### src/rtl/pool_window_gen_if.sv
// Handshake bundle between the activation stream, the 2x2 window generator and the pooling comparator.
// The slave view belongs to the window generator, the master view to whatever drives and drains it.
interface pool_window_gen_if #(
  parameter int DATA_W = 16
) ();
  logic              in_valid;
  logic [DATA_W-1:0] in_data;
  logic              in_ready;
  logic              win_valid;
  logic              win_ready;
  logic [DATA_W-1:0] win0;
  logic [DATA_W-1:0] win1;
  logic [DATA_W-1:0] win2;
  logic [DATA_W-1:0] win3;
  logic              win_last;

  modport slave (
    input  in_valid, in_data, win_ready,
    output in_ready, win_valid, win0, win1, win2, win3, win_last
  );

  modport master (
    output in_valid, in_data, win_ready,
    input  in_ready, win_valid, win0, win1, win2, win3, win_last
  );
endinterface

### src/rtl/pool_window_gen.sv
// Streaming 2x2 stride-2 window generator: buffers one even row, then emits a window on every
// odd column of the following odd row through a single output register with valid/ready.
module pool_window_gen #(
  parameter int DATA_W = 16,
  parameter int IMG_W  = 8,
  parameter int IMG_H  = 8
) (
  input logic              clk,
  input logic              rst,
  pool_window_gen_if.slave bus
);
  localparam int CW = (IMG_W > 1) ? $clog2(IMG_W) : 1;
  localparam int RW = (IMG_H > 1) ? $clog2(IMG_H) : 1;

  typedef enum logic {
    FILL = 1'b0,
    POOL = 1'b1
  } state_e;

  state_e            state_q, state_d;
  logic [CW-1:0]     col_q, col_d;
  logic [RW-1:0]     row_q, row_d;
  logic [DATA_W-1:0] hold_q, hold_d;
  logic [DATA_W-1:0] win0_q, win0_d;
  logic [DATA_W-1:0] win1_q, win1_d;
  logic [DATA_W-1:0] win2_q, win2_d;
  logic [DATA_W-1:0] win3_q, win3_d;
  logic              win_valid_q, win_valid_d;
  logic              win_last_q, win_last_d;
  logic [DATA_W-1:0] lb [IMG_W];

  logic          accept;
  logic          col_wrap;
  logic          row_wrap;
  logic          load;
  logic [CW-1:0] col_even;

  // A full output register stalls every input pixel, not only the ones that would load it.
  assign bus.in_ready = ~win_valid_q | bus.win_ready;
  assign accept       = bus.in_valid & bus.in_ready;
  assign col_wrap     = (col_q == CW'(IMG_W - 1));
  assign row_wrap     = (row_q == RW'(IMG_H - 1));
  assign load         = accept & (state_q == POOL) & col_q[0];
  assign col_even     = col_q & ~CW'(1);

  always_comb begin
    // NOTE: every variable gets its hold value first so no path leaves it unassigned (no latch).
    state_d     = state_q;
    col_d       = col_q;
    row_d       = row_q;
    hold_d      = hold_q;
    win0_d      = win0_q;
    win1_d      = win1_q;
    win2_d      = win2_q;
    win3_d      = win3_q;
    win_valid_d = win_valid_q;
    win_last_d  = win_last_q;

    if (accept) begin
      col_d = col_wrap ? '0 : col_q + CW'(1);
      if (col_wrap) begin
        row_d   = row_wrap ? '0 : row_q + RW'(1);
        state_d = (state_q == FILL) ? POOL : FILL;
      end
      if ((state_q == POOL) && !col_q[0]) begin
        hold_d = bus.in_data;
      end
    end

    // A load wins over a simultaneous drain, so valid stays high with the new window.
    if (load) begin
      win0_d      = lb[col_even];
      win1_d      = lb[col_q];
      win2_d      = hold_q;
      win3_d      = bus.in_data;
      win_last_d  = row_wrap & col_wrap;
      win_valid_d = 1'b1;
    end else if (bus.win_ready) begin
      win_valid_d = 1'b0;
    end
  end

  // NOTE: sequential state uses non-blocking assignments so all flops update from pre-edge values.
  always_ff @(posedge clk or negedge rst) begin
    if (!rst) begin
      state_q     <= FILL;
      col_q       <= '0;
      row_q       <= '0;
      hold_q      <= '0;
      win0_q      <= '0;
      win1_q      <= '0;
      win2_q      <= '0;
      win3_q      <= '0;
      win_valid_q <= 1'b0;
      win_last_q  <= 1'b0;
    end else begin
      state_q     <= state_d;
      col_q       <= col_d;
      row_q       <= row_d;
      hold_q      <= hold_d;
      win0_q      <= win0_d;
      win1_q      <= win1_d;
      win2_q      <= win2_d;
      win3_q      <= win3_d;
      win_valid_q <= win_valid_d;
      win_last_q  <= win_last_d;
    end
  end

  // NOTE: the line buffer has no reset; every entry is written in FILL before POOL reads it.
  always_ff @(posedge clk) begin
    if (accept && (state_q == FILL)) begin
      lb[col_q] <= bus.in_data;
    end
  end

  assign bus.win_valid = win_valid_q;
  assign bus.win0      = win0_q;
  assign bus.win1      = win1_q;
  assign bus.win2      = win2_q;
  assign bus.win3      = win3_q;
  assign bus.win_last  = win_last_q;
endmodule

### src/flat_wrapper.sv
// flat-port wrapper written by rule: the top's interface ports become plain ports
module pool_window_gen_flat 
#(
  parameter int DATA_W = 16,
  parameter int IMG_W  = 8,
  parameter int IMG_H  = 8
)
  (clk, rst, bus_in_valid, bus_in_data, bus_win_ready, bus_in_ready, bus_win_valid, bus_win0, bus_win1, bus_win2, bus_win3, bus_win_last);
  pool_window_gen_if #(.DATA_W(DATA_W)) bus_i ();
  input logic clk;
  input logic rst;
  input wire logic [$bits(bus_i.in_valid)-1:0] bus_in_valid;
  input wire logic [$bits(bus_i.in_data)-1:0] bus_in_data;
  input wire logic [$bits(bus_i.win_ready)-1:0] bus_win_ready;
  output wire logic [$bits(bus_i.in_ready)-1:0] bus_in_ready;
  output wire logic [$bits(bus_i.win_valid)-1:0] bus_win_valid;
  output wire logic [$bits(bus_i.win0)-1:0] bus_win0;
  output wire logic [$bits(bus_i.win1)-1:0] bus_win1;
  output wire logic [$bits(bus_i.win2)-1:0] bus_win2;
  output wire logic [$bits(bus_i.win3)-1:0] bus_win3;
  output wire logic [$bits(bus_i.win_last)-1:0] bus_win_last;
  assign bus_i.in_valid = bus_in_valid;
  assign bus_i.in_data = bus_in_data;
  assign bus_i.win_ready = bus_win_ready;
  assign bus_in_ready = bus_i.in_ready;
  assign bus_win_valid = bus_i.win_valid;
  assign bus_win0 = bus_i.win0;
  assign bus_win1 = bus_i.win1;
  assign bus_win2 = bus_i.win2;
  assign bus_win3 = bus_i.win3;
  assign bus_win_last = bus_i.win_last;
  pool_window_gen #(.DATA_W(DATA_W), .IMG_W(IMG_W), .IMG_H(IMG_H)) u_core (.clk(clk), .rst(rst), .bus(bus_i));
endmodule
### config.mk
export PLATFORM = sky130hd
export DESIGN_NAME = pool_window_gen_flat
export DESIGN_NICKNAME = d
export VERILOG_FILES = /design/src/rtl/pool_window_gen_if.sv /design/src/rtl/pool_window_gen.sv /design/src/flat_wrapper.sv
export SDC_FILE = /design/constraint.sdc
export NUM_CORES = 1
export LEC_CHECK = 0
export CAP_MARGIN = 20
export CELL_PAD_IN_SITES_DETAIL_PLACEMENT = 2
export CELL_PAD_IN_SITES_GLOBAL_PLACEMENT = 2
export CORE_MARGIN = 2
export CORE_UTILIZATION = 35
export CTS_BUF_LIST = sky130_fd_sc_hd__clkbuf_16
export DETAILED_ROUTE_END_ITERATION = 16
export PLACE_DENSITY = 0.69
export SLEW_MARGIN = 20
export SYNTH_ARGS = -nofsm -noshare
export SYNTH_HDL_FRONTEND = slang
export SYNTH_SLANG_ARGS = --single-unit
### constraint.sdc
create_clock -name clk -period 2.85 [get_ports clk]
set_input_delay 0.57 -clock clk [delete_from_list [all_inputs] [get_ports clk]]
set_output_delay 0.57 -clock clk [all_outputs]
set_load 0.01 [all_outputs]
==> results.sh <==
export IMPL_die_height_um=163
export IMPL_via_count=5103
export IMPL_min_period_over_period=0.922
export IMPL_yosysWarnings=0
export IMPL_min_period_ns=2.63
export IMPL_yosys_cell_count_top_type="edfxtp_1"
export IMPL_htreeDepth=1
export IMPL_ir_drop_v=0.000511
export IMPL_grt_pass1_wl_um=37300
export IMPL_crit_path_top_delay_cell="clkdlybuf4s50_1"
export IMPL_rsz0062_at_grt="no"
export IMPL_clock_latency_ns=0.52
export IMPL_synth_area_per_cell_um2=17.8
export IMPL_worst_setup_path_start_kind="primary input"
export IMPL_antenna_cells=0
export IMPL_fillers=2401
export IMPL_powerDensity_nw_per_um2=1130
export IMPL_port_buffer_count=86
export IMPL_async_reset_ff_frac=0.410
export IMPL_clk_path_buf_depth=3
export IMPL_syn2layout_area_growth_pct=25.3
export IMPL_drcViolationCount=0
export IMPL_drv_cap=0
export IMPL_rr_worst_depth=3
export IMPL_place_congestion=0.816
export IMPL_synthTopCellsByCount="128 x edfxtp_1, 89 x dfrtp_1, 65 x mux2i_1"
export IMPL_crit_type="in2out"
export IMPL_fp_row_count=58
export IMPL_clock_root_buffer="clkbuf_16"
export IMPL_routedWlPerCell_um=25.4
export IMPL_cp_end_kind="output port"
export IMPL_synth_enable_flop_cells=128
export IMPL_slew_headroom=0.436
export IMPL_path_clk_slew_ns=0.06
export IMPL_numClockSinks=217
export IMPL_synth_nets=524
export IMPL_worstPathRequired_ns=2.28
export IMPL_yosys_top_cells_area="edfxtp_1 43%, dfrtp_1 25%, mux2_2 7.7%, mux2i_1 7.3%, o22a_1 3.1%"
export IMPL_yosysUniqueCellTypes=34
export IMPL_path_depth=3
export IMPL_path_cells="clkdlybuf4s50_1, nand2b_1, clkdlybuf4s50_1"
export IMPL_core_um2=25100
export IMPL_setup_violations=0
export IMPL_first_pass_iters=4
export IMPL_cts_inserted_buffers=25
export IMPL_cts_setup_buffers=0
export IMPL_initial_core_util=0.355
export IMPL_cpLargestDelayFamily="buffers and inverters"
export IMPL_cts_tree="built"
export IMPL_clock_fmax_mhz=381
export IMPL_antenna_found_initial=0
export IMPL_cp_common_cell="clkdlybuf4s50_1"
export IMPL_p_total_mw=12.6
export IMPL_status="finished clean"
export IMPL_slew_viol_final=0
export IMPL_grt_usage=0.188
export IMPL_grt_pass1_vias=5838
export IMPL_timing_hold_violations_final=0
export IMPL_p_leak_nw=4.20
export IMPL_worstPathMaxFanout=4
export IMPL_grt_max_degree=52
export IMPL_min_path_type="in2async"
export IMPL_crit_arrival_ns=2.06
export IMPL_overflow=0
export IMPL_path_buf_inv=2
export IMPL_dp_hpwl_um=16000
export IMPL_yosys_area_top_type="edfxtp_1"
export IMPL_wl_um=24400
export IMPL_yosysTopAreaCellShare=0.432
export IMPL_holdWs_ns=0.0589
export IMPL_fin_skew_ns=0.0179
export IMPL_ys_flop_type="edfxtp_1"
export IMPL_cpPeakStageDelay_ns=0.64
export IMPL_boundaryPins=87
export IMPL_drtAntennaViolNets=0
export IMPL_cts_hold_buf=0
export IMPL_die_area_um2=26700
export IMPL_synthCells=500
export IMPL_ys_seq_elements=217
export IMPL_ys_seq_area_frac=0.682
export IMPL_nNetsFinal=637
export IMPL_viasPerCell=5.30
export IMPL_syn_area_um2=8900
export IMPL_cts_resized_gates=0
export IMPL_die_x_um=163
export IMPL_drive_gt1_frac=0.261
export IMPL_tightest_slew_ns=0.846
export IMPL_setup_tns_ns=0
export IMPL_drtIter0Drc=224
==> cells by family after synthesis <==
family                   after synthesis  share of synthesized area
XOR/XNOR                               1                   0.000984
flip-flops                           217                      0.682
AND/OR/NAND/NOR                       25                     0.0181
AO/OA/AOI/OAI                         64                     0.0585
multiplexers                         151                      0.208
adder cells (fa/ha/maj)                4                    0.00562
buffers and inverters                 38                     0.0270
==> layout make-up <==
cell class | count | area, um2 | share of cell area
sequential | 217 | 6070 | 0.544
multi-input combinational | 245 | 2620 | 0.235
timing repair buffer | 123 | 1200 | 0.107
clock buffer | 26 | 651 | 0.0583
tap | 330 | 413 | 0.0370
clock inverter | 20 | 201 | 0.0181
inverter | 1 | 3.75 | 0.000336
==> registers in the layout, indices dropped and copies added (netlist names) <==
register and count:
u_core.lb 128, u_core.bus.win3 16, u_core.bus.win1 16, u_core.hold_q 16, u_core.bus.win_last 1, u_core.col_q 3, u_core.bus.win_valid 1, u_core.bus.win0 16
u_core.state_q 1, u_core.bus.win2 16, u_core.row_q 3
==> metal layers <==
metal / wire length (um) / part of all wire / up-vias / global-route usage
li1: - / - / 2217 / -
met1: 10300 / 0.42 / 2715 / 0.239
met2: 12500 / 0.51 / 139 / 0.333
met3: 1150 / 0.047 / 32 / 0.0350
met4: 471 / 0.019 / 0 / 0.0407
met5: 0 / 0 / - / 0
==> power breakdown <==
part	internal [mW]	total (mW)	switching, mW
Sequential	4.21	4.88	0.667
Clock	2.01	3.29	1.27
Combinational	2.43	4.47	2.04
Total	8.66	12.6	3.98
==> placed cells by master, fill, tap and decap left out, types with 5 or more instances in the layout <==
cell type,n
a41oi_1,16
a31oi_1,16
buf_12,5
mux2_2,61
mux2_4,8
mux4_2,10
buf_4,33
mux2i_1,65
clkinv_2,6
mux4_1,6
nor2_1,6
dfrtp_1,88
clkbuf_16,26
clkdlybuf4s50_1,85
edfxtp_1,128
o22a_1,32
==> final timing paths <==
path,start,end,slack [ns]
max,bus_win_ready,bus_in_ready,0.22
min,rst,u_core.bus.win1[9],0.06
max reg2reg,u_core.col_q[1],u_core.lb[2][7],0.63
min reg2reg,u_core.bus.win0[6],u_core.bus.win0[6],0.49
max in group asynchronous,rst,u_core.hold_q[0],2.09
min in group clk,u_core.bus.win0[6],u_core.bus.win0[6],0.49
==> per-stage QoR <==
step | worst slack, ns | instance area (um2) | cells | utilization
after floorplan | -0.269 | 8900 | 500 | -
after global placement | 0.212 | 10300 | 916 | 0.411
after detailed placement | 0.140 | 10300 | 916 | 0.411
after CTS | 0.208 | 11200 | 962 | 0.444
after global routing | 0.194 | 11200 | 962 | 0.444
final | 0.223 | 11200 | 962 | 0.444
Power figures use the tool's default switching activity.
